File: config.mk
export PLATFORM = sky130hd
export DESIGN_NAME = seq_multiplier
export DESIGN_NICKNAME = d
export VERILOG_FILES = /design/src/rtl/seq_multiplier_pkg.sv /design/src/rtl/seq_multiplier_twos_neg.sv /design/src/rtl/seq_multiplier.sv
export SDC_FILE = /design/constraint.sdc
export NUM_CORES = 1
export LEC_CHECK = 0
export BUFFER_PORTS_ARGS = -buffer_cell sky130_fd_sc_hd__buf_4
export CORE_UTILIZATION = 55
export DETAILED_ROUTE_END_ITERATION = 8
export GPL_TIMING_DRIVEN = 1
export PLACE_DENSITY = 0.75
export SLEW_MARGIN = 30
export SYNTH_ARGS = -nofsm -noshare
export SYNTH_HDL_FRONTEND = slang
export SYNTH_HIERARCHICAL = 1
export SYNTH_SLANG_ARGS = --single-unit
File: constraint.sdc
create_clock -name clk -period 6.6 [get_ports clk]
set_clock_uncertainty 0.15 [all_clocks]
set_input_delay 0.99 -clock clk [delete_from_list [all_inputs] [get_ports clk]]
set_output_delay 0.99 -clock clk [all_outputs]
set_load 0.02 [all_outputs]
File: src/rtl/seq_multiplier_pkg.sv
// Shared op codes, FSM state encodings and the captured-request record
// for the iterative multiplier.
package seq_multiplier_pkg;

    localparam logic [1:0] OP_MUL   = 2'b00;
    localparam logic [1:0] OP_SMULH = 2'b01;
    localparam logic [1:0] OP_UMULH = 2'b10;
    localparam logic [1:0] OP_RSVD  = 2'b11;

    typedef enum logic [1:0] {
        ST_IDLE = 2'b00,
        ST_RUN  = 2'b01,
        ST_DONE = 2'b10
    } state_t;

    // Everything about a request that must survive the whole run.
    typedef struct packed {
        logic [1:0] op;
        logic       neg;   // SMULH only: product must be negated at the end
        logic [4:0] rd;
    } req_t;

endpackage

File: src/rtl/seq_multiplier_twos_neg.sv
// Combinational two's-complement negate of a W-bit value.
module twos_neg #(
    parameter int W = 64
) (
    input  logic [W-1:0] x,
    output logic [W-1:0] y
);

    assign y = ~x + {{(W-1){1'b0}}, 1'b1};

endmodule

File: src/rtl/seq_multiplier.sv
// Radix-2 shift-add multiplier for MUL / SMULH / UMULH. One step per clock,
// WIDTH steps per operation, result and Rd registered when entering DONE.
module seq_multiplier
    import seq_multiplier_pkg::*;
#(
    parameter int WIDTH = 64
) (
    input  logic             clk,
    input  logic             rst_n,
    input  logic             start,
    input  logic [1:0]       op,
    input  logic [WIDTH-1:0] a,
    input  logic [WIDTH-1:0] b,
    input  logic [4:0]       rd_in,
    output logic             busy,
    output logic             done,
    output logic [WIDTH-1:0] result,
    output logic [4:0]       rd_out
);

    localparam int CW = $clog2(WIDTH) + 1;

    state_t             state, state_nxt;
    logic [CW-1:0]      cnt;
    req_t               req;
    logic [WIDTH-1:0]   mcand, mplier;
    logic [2*WIDTH-1:0] prod, prod_nxt, prod_neg, prod_sel;
    logic [WIDTH:0]     sum;
    logic [WIDTH-1:0]   a_neg, b_neg, a_abs, b_abs, res_nxt;
    logic               accept, last, is_smulh;

    assign accept   = (state == ST_IDLE) && start;
    assign last     = (state == ST_RUN) && (cnt == CW'(1));
    assign is_smulh = (op == OP_SMULH);

    twos_neg #(.W(WIDTH))   u_neg_a (.x(a),        .y(a_neg));
    twos_neg #(.W(WIDTH))   u_neg_b (.x(b),        .y(b_neg));
    twos_neg #(.W(2*WIDTH)) u_neg_p (.x(prod_nxt), .y(prod_neg));

    assign a_abs = a[WIDTH-1] ? a_neg : a;
    assign b_abs = b[WIDTH-1] ? b_neg : b;

    // State register and step counter
    always_ff @(posedge clk or negedge rst_n) begin
        if (!rst_n) begin
            state <= ST_IDLE;
            cnt   <= '0;
        end else begin
            state <= state_nxt;
            if (accept)
                cnt <= CW'(WIDTH);
            else if (state == ST_RUN)
                cnt <= cnt - CW'(1);
        end
    end

    // Next-state: starts are only honoured in IDLE, never queued
    always_comb begin
        state_nxt = state;
        case (state)
            ST_IDLE: if (start) state_nxt = ST_RUN;
            ST_RUN:  if (cnt == CW'(1)) state_nxt = ST_DONE;
            ST_DONE: state_nxt = ST_IDLE;
            default: state_nxt = ST_IDLE;
        endcase
    end

    // Outputs decoded straight from state so reset clears them at once
    always_comb begin
        busy = (state != ST_IDLE);
        done = (state == ST_DONE);
    end

    // One shift-add step plus final half selection; the carry out of the
    // add becomes the new product MSB after the right shift.
    always_comb begin
        sum      = {1'b0, prod[2*WIDTH-1:WIDTH]} + (mplier[0] ? {1'b0, mcand} : '0);
        prod_nxt = {sum, prod[WIDTH-1:1]};
        // neg is only ever set for SMULH, so other ops see the raw product
        prod_sel = req.neg ? prod_neg : prod_nxt;
        case (req.op)
            OP_MUL:   res_nxt = prod_sel[WIDTH-1:0];
            OP_SMULH,
            OP_UMULH: res_nxt = prod_sel[2*WIDTH-1:WIDTH];
            default:  res_nxt = '0;
        endcase
    end

    // Datapath: capture operands on accept, iterate in RUN, latch result on the last step
    always_ff @(posedge clk or negedge rst_n) begin
        if (!rst_n) begin
            req    <= '0;
            mcand  <= '0;
            mplier <= '0;
            prod   <= '0;
            result <= '0;
            rd_out <= '0;
        end else if (accept) begin
            req.op  <= op;
            req.neg <= is_smulh & (a[WIDTH-1] ^ b[WIDTH-1]);
            req.rd  <= rd_in;
            mcand   <= is_smulh ? a_abs : a;
            mplier  <= is_smulh ? b_abs : b;
            prod    <= '0;
        end else if (state == ST_RUN) begin
            prod   <= prod_nxt;
            mplier <= mplier >> 1;
            if (last) begin
                result <= res_nxt;
                rd_out <= req.rd;
            end
        end
    end

endmodule

# After elaboration in Yosys (flattened, before gate mapping)

Cells that the tools add are included.

Equality and inequality tests: 8
Reduce and logical (&&, ||, !) cells: 9
Add/subtract/negate cells: 5
Bitwise logic cells: 6
Multiplexer cells: 16

Operators by type and width:

| cell                    | number |
|---|---|
| $mux 64                 | 7 |
| $mux 128                | 3 |
| $add 128x1->128 const B | 1 |
| $add 64x1->64 const B   | 2 |
| $not 128->128           | 1 |
| $not 64->64             | 2 |
| $pmux 64 s2             | 1 |
| $add 64x64->65          | 1 |
| $mux 7                  | 2 |
| $eq 7x1->1 const B      | 1 |
| $sub 7x1->7 const B     | 1 |
| $eq 2x1->1 const B      | 3 |
| $eq 2x2->1 const B      | 2 |
| $logic_not 2->1         | 2 |
| $mux 2                  | 2 |
| $pmux 2 s2              | 1 |
| $reduce_bool 2->1       | 2 |
| $reduce_and 3->1        | 1 |
| $logic_and 1x1->1       | 2 |
| $ne 2x1->1 const B      | 1 |
| $ne 2x2->1 const B      | 1 |
| $reduce_and 2->1        | 1 |
| $reduce_or 2->1         | 1 |
| $and 1x1->1             | 1 |
| other kinds (2)         | 2 |

Logic and storage cells: 54
Flip-flop bits (word level): 342
Input bits: 138

# Longest topological paths before layout

Depth after elaboration: 6
Depth in mapped cells: 27

# Modules after synthesis

Netlist, hierarchy kept.

By module, submodules not included:

| module                  | area each (um^2) | sequential area each (um^2) | instances | cells each |
|---|---|---|---|---|
| seq_multiplier          | 20318.2          | 8533.2                      | 1         | 2236 |
| twos_neg at u_neg_p     | 2865.2           | 0.0                         | 1         | 439 |
| twos_neg at u_neg_a ... | 1287.5           | 0.0                         | 2         | 186 |

# Worst setup path before layout

No wires, ideal clock.

Path type: register -> register
Start point: register mplier[0]
End point: register result[42]
Path buffers: 2
Arrival time: 5.728 ns
Setup slack: 0.596 ns
Period minus slack after synthesis: 6.004 ns
Setup time: 0.126 ns
Stages on the path, launching flop included: 27
Data required time: 6.324 ns
Cell sequence: dfrtp_1 > clkbuf_1 > and2_1 > ha_1 > inv_1 > fa_1 > and2b_1 > o2111ai_1 > a2111oi_4 > nor2_1 > o31a_1 > o21ai_1 > a21oi_1 > xor2_1 > inv_1 > or4_4 > or4_1 > buf_2 > or4_4 > nor4b_4 > nand3b_1 > xor2_1 > a22oi_1 > nor2_1 > a31oi_1 > nor2_1 > a221o_1

Longest elaborated chain between the ends: 6

Ends and longest elaborated chain:

| element                 | RTL line                     | RTL |
|---|---|---|
| start, declared         | seq_multiplier.sv:26         | `logic [WIDTH-1:0] mcand, mplier;` |
| start signal, assigned  | seq_multiplier.sv:103        | `mplier <= is_smulh ? b_abs : b;` |
| start signal, assigned  | seq_multiplier.sv:107        | `mplier <= mplier >> 1;` |
| $mux 64                 | seq_multiplier.sv:77         | `sum = {1'b0, prod[2*WIDTH-1:WIDTH]} + (mplier[0] ? {1'b0, mcand} : '0);` |
| $add 64x64->65          | seq_multiplier.sv:77         |  |
| named net sum[24]       | seq_multiplier.sv:28         | `logic [WIDTH:0] sum;` |
| $not 128->128           | seq_multiplier_twos_neg.sv:9 | `assign y = ~x + {{(W-1){1'b0}}, 1'b1};` |
| $add 128x1->128         | seq_multiplier_twos_neg.sv:9 |  |
| named net prod_neg[106] | seq_multiplier.sv:27         | `logic [2*WIDTH-1:0] prod, prod_nxt, prod_neg, prod_sel;` |
| $mux 128                | seq_multiplier.sv:80         | `prod_sel = req.neg ? prod_neg : prod_nxt;` |
| $pmux 64 s2             | seq_multiplier.sv:81         | `case (req.op)` |
| end signal, assigned    | seq_multiplier.sv:109        | `result <= res_nxt;` |
| end, declared           | seq_multiplier.sv:17         | `output logic [WIDTH-1:0] result,` |

The timed path passes the listed nets, and every way through them passes these cells.
A chain may end at the register's enable or synchronous reset.

# Worst setup path after layout

Ends and elaborated chain as after synthesis.

==> impl_metrics.ini <==
[run_status]
outcome = finished, final reports clean

[setup_path]
cp.required_ns = 6.91
path_class = flip-flop to flip-flop
arrival_ns = 6.62
cp_max_fo = 12
startpoint_type = flip-flop
end_kind = flip-flop

[floorplan]
die_w_um = 218
start_util = 0.563
die_area_um2 = 47700
num_rows = 78
boundaryPins = 209
die_h_um = 218
core_um2 = 45800

[power]
vdd_drop_max_mv = 0.209
p_per_area_nw_per_um2 = 160
leakagePower_nw = 13.3

[flow_run]
cap_violations = 0

[yosys]
synth.largest_area_cell = dfrtp_1
yosysUniqueCellTypes = 93
syn_nets = 3257
synth_edf_count = 0
postSynthCellCount = 3047
synth_ff_type = dfrtp_1
ys_seq_area_frac = 0.331
synth_area_um2 = 25800
postSynthAreaPerCell_um2 = 8.45
synth_warnings = 6
yosys.area.top_type_share = 0.331
synth_seq_cells = 341
async_flop_share = 1.00
synth.area.top_cells = dfrtp_1, nand2_1, xnor2_1, mux2i_1, o21ai_0

[timing]
tightest_slew_ns = 1.02
grt_setup_unrepaired = no
final_hold_viol_count = 0
finalCriticalPeriod_ns = 6.31
setup_viol = 0
period_share = 0.957
setup_tns_ns = 0
clock.fmax_mhz = 158
maxSlewViolCount = 0
slew_headroom = 0.320

[layout]
final_layout_size_suffix_gt1_frac = 0.155
fin_cells = 3820
syn2layout_area_growth_pct = 14.2
n_fill_cell = 3955
finalCoreUtilization = 0.643
layout.nets = 3398
multiInputGateArea_um2 = 16400
final_cell_mix = nand2_1, dfrtp_1, buf_4
mostFrequentLayoutCell = nand2_1
regArea_um2 = 8540

[global_route]
track_usage = 0.360
grt-ovfl-total = 0
antenna_found_initial = 1
first_global_vias = 22900
grt_max_degree = 188
grt_pass1_wl_mm = 134

[clocking]
tritoncts = done
path_clk_slew_ns = 0.06
cts_buffers = 42
cts_buffer_depth = 3
clock_latency_ns = 0.58
cts_hold_buf = 0
htree_levels = 2
cts_root_buf = clkbuf_16
clock_sinks = 341

[drt]
drtPass1Iterations = 8
via_per_inst = 6.44
drc = 0
num_vias = 24600
first_iter_violations = 2645
routedWlPerCell_um = 22.6
wirelength_mm = 86.3
postRouteAntennaNets = 0

[place]
hpwl_mm = 63.3
gp_congestion = 1.02
io_buffer_count = 208
place_inst = 3741

[hold_path]
hp-class = input pin to asynchronous set/reset pin
[state kept, by name, indices dropped and copies added, names as in the netlist]
| register | count |
|---|---|
| req | 8 |
| rd_out | 5 |
| result | 64 |
| mcand | 64 |
| mplier | 64 |
| cnt | 7 |
| prod | 127 |
| state | 2 |
[synthesized netlist by cell type (12+ instances only)]
library cell,n
o21ai_0,249
or4_1,33
o21bai_1,15
dfrtp_1,341
o21ai_1,13
mux2i_1,132
inv_1,43
ha_1,71
nor4_1,93
a22oi_1,51
and3_1,13
nand3_1,71
mux2_2,56
nand2b_1,12
a22o_1,57
nor3_1,93
xnor2_1,174
nand2_1,482
a221o_1,39
a31oi_1,43
xor2_1,117
clkbuf_1,157
nand4_1,46
a21o_1,39
a21oi_1,86
and2_1,78
or3_1,35
nor2b_1,16
nor2_1,172
[per-stage QoR]
step | instance area, µm² | setup WS (ns) | hold WS [ns] | total power, mW
2_1_floorplan | 25800 | 0.596 | 0.289 | 2.23
3_3_place_gp | 28000 | 0.366 | 0.298 | 2.40
3_5_place_dp | 28000 | 0.246 | 0.306 | 2.41
4_1_cts | 29300 | 0.230 | 0.295 | 4.73
5_1_grt | 29400 | 0.0148 | 0.326 | 4.84
6_report | 29400 | 0.287 | 0.262 | 4.71
[logic make-up after synthesis]
group	share of synthesized area
AND/OR/NAND/NOR	0.239
AO/OA/AOI/OAI	0.182
flip-flops	0.331
XOR/XNOR	0.102
buffers and inverters	0.0345
multiplexers	0.0758
adder cells (fa/ha/maj)	0.0353
[layout make-up]
cell class,count,area share
multi-input combinational,2482,0.558
sequential,341,0.290
timing repair buffer,277,0.0729
clock buffer,56,0.0413
tap,600,0.0255
clock inverter,19,0.00583
inverter,44,0.00562
antenna,1,0.0000851
[final timing paths]
check / from / end / slack, ns / cells past startpoint
max: mplier[0] / result[42] / 0.29 / 22
min: rst_n / req[0] / 0.26 / 1
max reg2reg: mplier[0] / result[42] / 0.29 / 22
min reg2reg: req[2] / rd_out[2] / 0.32 / 2
max in group asynchronous: rst_n / mcand[61] / 4.62 / 3
min in group clk: req[2] / rd_out[2] / 0.32 / 2
[layer usage]
metal	GRT usage	part of all wire
met3	0.0502	0.085
met2	0.521	0.42
met1	0.537	0.45
met5	0	0.00019
met4	0.138	0.038
[worst max-delay path: stages, from the launching register on]
cell      delay [ns]
dfrtp_1         0.39
buf_4           0.17
and2_1          0.14
ha_1            0.36
a21o_1          0.23
a31o_1          0.23
nor3b_1         0.23
o21ai_1         0.19
or3_1           0.49
a21oi_1         0.29
o21bai_1        0.16
xor2_1          0.19
nor4_1          0.72
nand2_1         0.35
or4_4           0.53
nor4b_4         0.30
nand3b_1        0.13
xor2_1          0.20
a22oi_1         0.17
nor2_1          0.05
a31oi_1         0.16
nor2_1          0.06
a221o_1         0.28
[what timing repair did]
action                     4_1_cts  5_1_grt
hold endpoints to repair         0        0
resized for setup                0        4
buffers inserted                 0        2
setup endpoints to repair        0       11
[report_power, final]
part / internal (mW) / leakage, nW / switching [mW]
combinational: 0.125 / 8.07 / 0.155
clock: 1.37 / 0.687 / 0.968
sequential: 2.09 / 4.57 / 0
(Power assumes the default switching activity.)
